### config.mk
export PLATFORM = sky130hd
export DESIGN_NAME = mul8_seq_ctrl
export DESIGN_NICKNAME = d
export VERILOG_FILES = /design/src/rtl/mul8_seq_ctrl.sv
export SDC_FILE = /design/constraint.sdc
export NUM_CORES = 1
export LEC_CHECK = 0
export BUFFER_PORTS_ARGS = -buffer_cell sky130_fd_sc_hd__buf_2
export CAP_MARGIN = 20
export CORE_ASPECT_RATIO = 1.5
export CORE_MARGIN = 2
export CORE_UTILIZATION = 62
export CTS_CLUSTER_DIAMETER = 120
export DETAILED_ROUTE_END_ITERATION = 6
export GPL_ROUTABILITY_DRIVEN = 0
export PLACE_DENSITY = 0.91
export SYNTH_ARGS = -nofsm -noshare
export SYNTH_HDL_FRONTEND = slang
export SYNTH_SLANG_ARGS = --single-unit
### constraint.sdc
create_clock -name clk -period 6.2 [get_ports clk]
set_input_delay 0 -clock clk [delete_from_list [all_inputs] [get_ports clk]]
set_output_delay 0 -clock clk [all_outputs]
set_load 0.1 [all_outputs]
### src/rtl/mul8_seq_ctrl.sv
// mul8_seq_ctrl: unsigned 8x8 -> 16-bit multiply sequenced over one shared external 4x4 multiplier.
// Four nibble partial products are issued in a fixed order and shift-accumulated into the result.
module mul8_seq_ctrl #(
   parameter int MUL_LAT = 0
) (
   input  logic        clk,
   input  logic        rst_n,
   input  logic        ena,
   input  logic        in_valid,
   output logic        in_ready,
   input  logic [7:0]  op_a,
   input  logic [7:0]  op_b,
   output logic [3:0]  mul_a,
   output logic [3:0]  mul_b,
   input  logic [7:0]  mul_p,
   output logic        out_valid,
   input  logic        out_ready,
   output logic [15:0] result,
   output logic        busy
);

   typedef enum logic [1:0] {
      S_IDLE = 2'd0,
      S_STEP = 2'd1,
      S_WAIT = 2'd2,
      S_DONE = 2'd3
   } state_t;

   // Last wait-counter value before the multiplier output is valid.
   localparam logic [1:0] WAIT_LAST = (MUL_LAT > 1) ? 2'(MUL_LAT - 1) : 2'd0;

   state_t      r_state;
   logic [1:0]  r_step;
   logic [1:0]  r_wait_cnt;
   logic [15:0] r_acc;
   logic [7:0]  r_a;
   logic [7:0]  r_b;
   logic [3:0]  r_mul_a;
   logic [3:0]  r_mul_b;
   logic        r_out_valid;
   logic        r_busy;
   logic [15:0] r_result;

   logic [15:0] w_pp_shifted;
   logic [15:0] w_acc_sum;
   logic [1:0]  w_step_nxt;
   logic        w_last;
   logic        w_pp_done;

   // Step order: lo*lo, hi*lo, lo*hi, hi*hi.
   function automatic logic [3:0] nib_a(input logic [7:0] a, input logic [1:0] step);
      return step[0] ? a[7:4] : a[3:0];
   endfunction

   function automatic logic [3:0] nib_b(input logic [7:0] b, input logic [1:0] step);
      return step[1] ? b[7:4] : b[3:0];
   endfunction

   function automatic logic [15:0] align_pp(input logic [7:0] p, input logic [1:0] step);
      logic [15:0] v;
      v = {8'h00, p};
      case (step)
         2'd0:    align_pp = v;
         2'd3:    align_pp = v << 8;
         default: align_pp = v << 4;
      endcase
   endfunction

   assign w_pp_shifted = align_pp(mul_p, r_step);
   assign w_acc_sum    = r_acc + w_pp_shifted;
   assign w_step_nxt   = r_step + 2'd1;
   assign w_last       = (r_step == 2'd3);
   assign w_pp_done    = (MUL_LAT == 0) ? (r_state == S_STEP)
                                        : ((r_state == S_WAIT) && (r_wait_cnt == WAIT_LAST));

   assign in_ready  = (r_state == S_IDLE) && ena;
   assign mul_a     = r_mul_a;
   assign mul_b     = r_mul_b;
   assign out_valid = r_out_valid;
   assign result    = r_result;
   assign busy      = r_busy;

   always_ff @(posedge clk or negedge rst_n) begin
      if (!rst_n) begin
         r_state     <= S_IDLE;
         r_step      <= 2'd0;
         r_wait_cnt  <= 2'd0;
         r_acc       <= 16'h0000;
         r_a         <= 8'h00;
         r_b         <= 8'h00;
         r_mul_a     <= 4'h0;
         r_mul_b     <= 4'h0;
         r_out_valid <= 1'b0;
         r_busy      <= 1'b0;
         r_result    <= 16'h0000;
      end else if (ena) begin
         case (r_state)
            S_IDLE: begin
               if (in_valid) begin
                  r_a        <= op_a;
                  r_b        <= op_b;
                  r_acc      <= 16'h0000;
                  r_step     <= 2'd0;
                  r_wait_cnt <= 2'd0;
                  r_mul_a    <= nib_a(op_a, 2'd0);
                  r_mul_b    <= nib_b(op_b, 2'd0);
                  r_busy     <= 1'b1;
                  r_state    <= S_STEP;
               end
            end
            S_STEP, S_WAIT: begin
               if (w_pp_done) begin
                  r_acc <= w_acc_sum;
                  if (w_last) begin
                     r_result    <= w_acc_sum;
                     r_out_valid <= 1'b1;
                     r_mul_a     <= 4'h0;
                     r_mul_b     <= 4'h0;
                     r_state     <= S_DONE;
                  end else begin
                     r_step  <= w_step_nxt;
                     r_mul_a <= nib_a(r_a, w_step_nxt);
                     r_mul_b <= nib_b(r_b, w_step_nxt);
                     r_state <= S_STEP;
                  end
               end else if (r_state == S_STEP) begin
                  // Registered multiplier: operands stay put while its output settles.
                  r_wait_cnt <= 2'd0;
                  r_state    <= S_WAIT;
               end else begin
                  r_wait_cnt <= r_wait_cnt + 2'd1;
               end
            end
            S_DONE: begin
               if (out_ready) begin
                  r_out_valid <= 1'b0;
                  r_busy      <= 1'b0;
                  r_state     <= S_IDLE;
               end
            end
            default: r_state <= S_IDLE;
         endcase
      end
   end

endmodule

## Word level (Yosys, flattened, before mapping)

Cells that the tools add are included.

- Reductions and logical operators: 14
- $add $sub $neg: 2
- Multiplexer cells: 29
- Equality and inequality tests: 9

Operators by type and width:

| operator | number |
|---|---|
| one-hot mux 16 bit (2 select lines) | 2 |
| two-way mux 16 bit | 2 |
| two-way mux 4 bit | 8 |
| adder 16 bit | 1 |
| one-hot mux 4 bit (2 select lines) | 2 |
| AND reduction 4 bit | 4 |
| two-way mux 2 bit | 7 |
| inequality test 2 bit (second input constant) | 5 |
| AND reduction 5 bit | 2 |
| == test 2 bit (second input constant) | 3 |
| one-hot mux 2 bit (3 select lines) | 1 |
| nonzero test 2 bit | 3 |
| logical NOT 2 bit | 2 |
| two-way mux 1 bit | 4 |
| one-hot mux 1 bit (2 select lines) | 2 |
| one-hot mux 2 bit (2 select lines) | 1 |
| AND reduction 3 bit | 1 |
| adder 2 x 1 -> 2 bit (second input constant) | 1 |
| == test 2 x 1 -> 1 bit (second input constant) | 1 |
| OR reduction 2 bit | 1 |
| logical AND 1 bit | 1 |

- Bits of input ports: 29
- Output and inout port bits: 27
- Bits in registers: 62
- Word-level logic and storage cells: 64

## Longest topological paths before layout

Gate-level depths: netlist of run 1.

- Depth in word-level cells: 5
- Gate-level depth with buffers: 14
- Gate-level depth less buffers: 11

## Worst setup path before layout of run 1

No wires, ideal clock.

- Path kind: flip-flop to flip-flop
- Start: register r_step[0]
- End: register r_result[10] (netlist: result[10])
- Cell stages (with the launch flop): 14
- Required time: 6.074 ns
- Path buffers: 2
- Library setup time: 0.126 ns
- Slack: 2.856 ns
- Arrival time: 3.218 ns
- Clock period less this slack: 3.344 ns
- Cell sequence: dfrtp_1 -> clkbuf_1 -> inv_1 -> ha_1 -> buf_1 -> nor2b_1 -> and2_1 -> ha_1 -> fa_1 -> a21oi_1 -> o211ai_2 -> nand4_1 -> mux2_1 -> a221o_1

- Word-level cells in the longest chain between the ends: 3
- Elaborated cells between the ends (all ways): 5
- Those cells by class: add/sub: 1; eq/ne: 1; mux: 1; reduce/logical: 2

Ends and longest elaborated chain:

| element | RTL line | text |
|---|---|---|
| start: declaration | 33 | `logic [1:0] r_step;` |
| start signal: assignment | 121 | `r_step <= w_step_nxt;` |
| == test 2 bit / logical NOT 2 bit (equally long branches) | 62, 72 |  |
| one-hot mux 16 bit (2 select lines) | 62 | `case (step)` |
| adder 16 bit | 70 | `assign w_acc_sum = r_acc + w_pp_shifted;` |
| end signal: assignment | 115 | `r_result <= w_acc_sum;` |
| end: declaration | 42 | `logic [15:0] r_result;` |

Parallel ways exist; a longest one is shown, timed or not.
A chain may end at the register's enable or synchronous reset.

## Final worst setup path of run 1

Same ends and word-level chain as after synthesis.

==> results.toml, run 1 <==
[global_route]
grt.overflow.total = 0
grt_usage_pct = 31.4
antenna_found_initial = 0
grt_max_degree = 63
grt_pass1_vias = 3285
grt_pass1_wl_microns = 15500

[min_path]
min_path_cells = 5
hold_end = "result[0]$_DFFE_PN0P_"
hp-start = "mul_p[0]"
min_path_type = "input port to register"

[cts]
cts_resized = 0
post-cts-setup-buffers = 0
cts_htree_levels = 3
cts_tree = "yes"
ctsHoldBuffers = 19
clock_path_buffers = 2
clk_pin_slew_worst_paths_ns = 0.08
clock-sinks = 62
cts_root_buffer = "clkbuf_8"
numCtsBuffers = 9
insertion_delay_ns = 0.36

[sta]
slew_headroom_pct = 49.1
finalHoldViolCount = 0
rsz0062_at_grt = "false"
skew_ns = 0.0116
tns_ns = 0
period_minus_slack_ns = 3.72
fmaxAchievable_mhz = 269
slew_viol_final = 0
layout_setup_ws_ns = 2.48
worst-slew-pin-transition_ns = 0.764
fin_crit_sh_pct = 60.0
setup_viol = 0

[placed_design]
hpwl_microns = 6230
port-buffer-count = 55
place_ws_ns = 2.60
placed_cells = 510

[synthesis]
synth_top_area_share_pct = 42.6
synth_edf_count = 0
netlist_instances = 401
synth_nets = 454
synth_cell_type_count = 50
netlist_area_sq_mm = 0.00365
postSynthAreaPerCell_sq_um = 9.09
yosysSeqAreaShare_pct = 42.6
yosysWarnings = 0
ys_seq_elements = 62
ys_top_cells_by_area = "dfrtp_1 (43%), ha_1 (7.9%), nand2_1 (7.7%)"
post-synth-top-area-cell = "dfrtp_1"
async_flop_share_pct = 100
synth-main-ff-cell = "dfrtp_1"

[finish]
insertedDiodeCount = 0
fillers = 420
seq_area_sq_mm = 0.00155
drive_gt1_share_pct = 19.7
nets = 521
multiInputGateArea_sq_mm = 0.00194
layout_common_cells = "nand2_1 (75), dfrtp_1 (62), buf_2 (55), o21ai_0 (44), ha_1 (23)"
instances_no_fill = 545
area_delta_synth_final_pct = 17.8
layout_commonest_cell = "nand2_1"

[critical_path]
crit_required_ns = 6.43
end_kind = "register"
crit_type = "register to register"
ff2ff_setup_slack_ns = 2.48
path_max_fanout = 21
timing.rr.end = "result[10]$_DFFE_PN0P_"
critPathLaunchType = "register"
critical_path_arrival_ns = 3.95
r2r-start = "r_step[0]$_DFFE_PN0P_"
reg2reg_depth = 11

[drt]
routed.top_layer = "met4"
via_per_inst = 6.00
drc = 0
via_count = 3269
first_pass_iters = 5
ant_nets = 0
route.met2.wl_microns = 4940
routed_wl_microns = 9240
wl_met3_microns = 489
wl_per_cell_microns = 16.9
first_iter_violations = 279
drt-met1-wl_microns = 3490

[run_status]
status = "completed"

[floorplanning]
die-area_sq_mm = 0.00652
ioPinCount = 56
core_area_sq_mm = 0.00574
rows = 34
die_height_microns = 97.9
fp.dieW_microns = 66.6
start_util_pct = 63.5

[flow_run]
drv_cap = 0
cell type report:
cell class | instances | area share, %
multi-input combinational | 303 | 45.2
sequential | 62 | 36.1
timing repair buffer | 77 | 11.4
clock buffer | 12 | 3.38
tap | 72 | 2.10
inverter | 15 | 1.31
clock inverter | 4 | 0.524
critical path: stages, from the launching register on:
cell	delay (ns)
dfrtp_1	0.52
inv_1	0.11
ha_1	0.71
nor2b_1	0.19
and2_1	0.21
ha_1	0.21
fa_1	0.43
a21oi_1	0.26
o211ai_2	0.18
nand4_1	0.15
mux2_1	0.35
a221o_1	0.27
state kept, by name, summed over array words and instances, names as in the netlist:
register and cells:
r_acc 16, result 16, r_a 8, r_b 8
mul_a 4, mul_b 4, r_state 2, r_step 2
busy 1, out_valid 1
cell usage after synthesis, drive strengths merged, types with 8 or more instances:
master,number
nand2,75
a21oi,22
nor2,21
nand3,10
mux2,15
mux2i,9
and2,10
dfrtp,62
clkbuf,16
ha,23
o21ai,47
nand4,8
inv,15
cells by family after synthesis:
group / after synthesis / share of synthesized area [%]
simple gates: 138 / 17.0
flops: 62 / 42.6
fa+ha+maj: 24 / 8.44
compound gates: 109 / 18.8
mux: 24 / 7.10
xor+xnor: 8 / 1.92
buf+inv: 36 / 4.19
per-layer routing:
layer,up-vias,track usage [%]
met5,-,0
met4,0,15.2
met3,31,7.72
met2,120,53.3
met1,1577,36.0
li1,1541,-
stage by stage:
| step | area [sq um] | utilization, % | hold WS (ns) |
|---|---|---|---|
| 2_1_floorplan | 3650 | - | -0.296 |
| 3_3_place_gp | 3940 | 68.6 | 0.200 |
| 3_5_place_dp | 3940 | 68.6 | 0.210 |
| 4_1_cts | 4300 | 74.8 | 0.168 |
| 5_1_grt | 4300 | 74.8 | 0.198 |
| 6_report | 4300 | 74.8 | 0.176 |
how the worst max path moves through the flow:
stage	cells after the start	start	endpoint	slack (ns)
after floorplan	13	r_step[0]$_DFFE_PN0P_	result[10]$_DFFE_PN0P_	2.86
after global placement	11	r_step[0]$_DFFE_PN0P_	result[10]$_DFFE_PN0P_	2.74
after detailed placement	11	r_step[0]$_DFFE_PN0P_	result[10]$_DFFE_PN0P_	2.60
after CTS	11	r_step[0]$_DFFE_PN0P_	result[10]$_DFFE_PN0P_	2.52
after global routing	11	r_step[0]$_DFFE_PN0P_	result[10]$_DFFE_PN0P_	2.28
final	11	r_step[0]$_DFFE_PN0P_	result[10]$_DFFE_PN0P_	2.48
Power of run 1 is left out: the tool's default activity adds up to more than one toggle a clock period on the data nets, which glitch-free logic cannot reach.
==> inputs of run 2 (changes only) <==
--- a/config.mk
+++ b/config.mk
@@ -5,15 +5,16 @@
 export SDC_FILE = /design/constraint.sdc
 export NUM_CORES = 1
 export LEC_CHECK = 0
+export ABC_AREA = 1
 export BUFFER_PORTS_ARGS = -buffer_cell sky130_fd_sc_hd__buf_2
 export CAP_MARGIN = 20
 export CORE_ASPECT_RATIO = 1.5
 export CORE_MARGIN = 2
-export CORE_UTILIZATION = 62
+export CORE_UTILIZATION = 52
 export CTS_CLUSTER_DIAMETER = 120
 export DETAILED_ROUTE_END_ITERATION = 6
 export GPL_ROUTABILITY_DRIVEN = 0
-export PLACE_DENSITY = 0.91
+export PLACE_DENSITY = 0.82
 export SYNTH_ARGS = -nofsm -noshare
 export SYNTH_HDL_FRONTEND = slang
 export SYNTH_SLANG_ARGS = --single-unit
==> constraint.sdc (replaced) <==
create_clock -name clk -period 3.1 [get_ports clk]
set_input_delay 0 -clock clk [delete_from_list [all_inputs] [get_ports clk]]
set_output_delay 0 -clock clk [all_outputs]
set_load 0.1 [all_outputs]
==> run 2 against run 1 <==
  * Wire length is 0.45% higher
  * Global-route usage is 5.0 points lower
  * Clock-buffer cell count is 2 lower
  * First-iteration DRC count is 22% lower
  * Synthesized area is 2.0% higher
  * Critical path depth is 3 higher
  * Critical path type unchanged
  * Largest cell class unchanged
==> results.toml, run 2 <==
[floorplanning]
die_height_microns = 108
fp.dieW_microns = 73.0
ioPinCount = 56
start_util_pct = 53.9
die-area_sq_mm = 0.00786
rows = 37
core_area_sq_mm = 0.00690

[synthesis]
synth-adder-area-share_pct = 8.28
ys_seq_elements = 62
synth_xor_xnor_area_share_pct = 1.18
synthMuxAreaShare_pct = 0
netlist_area_sq_mm = 0.00372
synthSimpleGateAreaFrac_pct = 29.4
async_flop_share_pct = 100
synth_cell_type_count = 30
yosysWarnings = 0
synth-main-ff-cell = "dfrtp_1"
yosysSeqAreaShare_pct = 41.7
synth_top_area_share_pct = 41.7
synth_edf_count = 0
synth_compound_area_share_pct = 9.96
synth_nets = 559
netlist_instances = 506
post-synth-top-area-cell = "dfrtp_1"
ys_top_cells_by_area = "dfrtp_1 (42%), nand2_1 (19%), ha_1 (7.7%)"
yosysMostFrequentCell = "nand2_1"
ys_top_cells_by_count = "nand2_1 (188), inv_1 (70), dfrtp_1 (62)"
postSynthAreaPerCell_sq_um = 7.35
synth_top_family_by_area = "simple AND/OR/NAND/NOR gates"

[sta]
fmaxAchievable_mhz = 351
tns_ns = 0
worst-slew-pin-transition_ns = 0.699
fin_crit_sh_pct = 92.0
skew_ns = 0.00610
slew_headroom_pct = 53.4
rsz0062_at_grt = "false"
finalHoldViolCount = 0
setup_viol = 0
slew_viol_final = 0
period_minus_slack_ns = 2.85

[finish]
drive_gt1_share_pct = 14.5
nets = 635
layout_commonest_cell = "nand2_1"
area_delta_synth_final_pct = 19.7
fillers = 583
insertedDiodeCount = 0
layout_common_cells = "nand2_1 (188), inv_1 (70), dfrtp_1 (62), buf_2 (55)"

[cts]
clock-sinks = 62
clk_pin_slew_worst_paths_ns = 0.07
cts_root_buffer = "clkbuf_8"
cts_htree_levels = 3
insertion_delay_ns = 0.35
cts_tree = "yes"
clock_path_buffers = 2
numCtsBuffers = 9

[global_route]
grt_usage_pct = 26.4
grt_pass1_vias = 3652
grt_pass1_wl_microns = 15600
antenna_found_initial = 0
grt.overflow.total = 0
grt_max_degree = 33

[critical_path]
critical_path_arrival_ns = 3.09
timing.rr.end = "result[12]$_DFFE_PN0P_"
r2r-start = "r_step[0]$_DFFE_PN0P_"
end_kind = "register"
reg2reg_depth = 14
ff2ff_setup_slack_ns = 0.25
crit_type = "register to register"
critPathLaunchType = "register"
path_max_fanout = 8
crit_required_ns = 3.34

[drt]
first_iter_violations = 218
ant_nets = 0
via_count = 3520
first_pass_iters = 4
routed_wl_microns = 9280
via_per_inst = 5.29
drc = 0
wl_per_cell_microns = 14.0

[run_status]
status = "completed"

[placed_design]
port-buffer-count = 55
hpwl_microns = 6740

[min_path]
min_path_cells = 5
hold_end = "busy$_DFFE_PN0P_"
hp-start = "out_ready"
min_path_type = "input port to register"

[flow_run]
drv_cap = 0
## run 2: kinds of logic (layout without fill, tap and decap cells)
| family | after synthesis | in the layout |
|---|---|---|
| simple gates | 262 | 262 |
| compound gates | 67 | 67 |
| fa+ha+maj | 24 | 24 |
| flops | 62 | 62 |
| xor+xnor | 5 | 5 |
| buf+inv | 86 | 167 |
## run 2: layout make-up
type | instances | area [sq um] | share of cell area [%]
Clock buffer | 10 | 138 | 3.09
Sequential cell | 62 | 1550 | 34.9
Timing Repair Buffer | 77 | 485 | 10.9
Clock inverter | 6 | 85.1 | 1.91
Tap cell | 78 | 97.6 | 2.19
Inverter | 74 | 278 | 6.24
Multi-Input combinational cell | 358 | 1820 | 40.8
## run 2: worst max-delay path by stage
stage                                      from                      to  slack [ns]
after floorplan           r_step[0]$_DFFE_PN0P_   result[6]$_DFFE_PN0P_        0.43
after global placement    r_step[0]$_DFFE_PN0P_   result[6]$_DFFE_PN0P_        0.40
after detailed placement  r_step[0]$_DFFE_PN0P_  result[12]$_DFFE_PN0P_        0.31
after CTS                 r_step[0]$_DFFE_PN0P_   result[6]$_DFFE_PN0P_        0.29
after global routing      r_step[0]$_DFFE_PN0P_   r_acc[12]$_DFFE_PN0P_        0.04
final                     r_step[0]$_DFFE_PN0P_  result[12]$_DFFE_PN0P_        0.25
## run 2: metrics by stage
stage / setup slack (ns) / cell area [sq um] / utilization, % / hold slack [ns] / std cells
after global placement: 0.401 / 4050 / 58.7 / 0.0828 / 631
after CTS: 0.292 / 4450 / 64.5 / 0.0448 / 665
after detailed placement: 0.311 / 4050 / 58.7 / 0.0900 / 631
after floorplan: 0.431 / 3720 / - / -0.296 / 506
final: 0.248 / 4450 / 64.5 / 0.0614 / 665
after global routing: 0.0410 / 4450 / 64.5 / 0.0782 / 665
## run 2: critical path, stage by stage (launching register included)
cell and delay, ns:
dfrtp_1 0.40, clkinv_1 0.21, ha_1 0.38, inv_1 0.06, nand2_1 0.20, nor2_1 0.09, ha_1 0.22, fa_1 0.41
nand2_1 0.09, nand2_1 0.06, and2_2 0.20, nand3_1 0.13, nand4_1 0.13, nand3_1 0.10, nand2_1 0.06
## run 2: layer usage
metal | routed length (microns) | track usage (%)
met1 | 3680 | 28.8
met2 | 4830 | 45.8
met3 | 376 | 5.99
met4 | 386 | 14.8
met5 | 0 | 0
## run 2: timing repair
| action | CTS | global route |
|---|---|---|
| gates resized for setup | 0 | 0 |
| hold buffers | 18 | 0 |
| buffers inserted | 0 | 0 |
| hold endpoints to repair | 52 | 0 |
Power of run 2 is left out for the same reason.
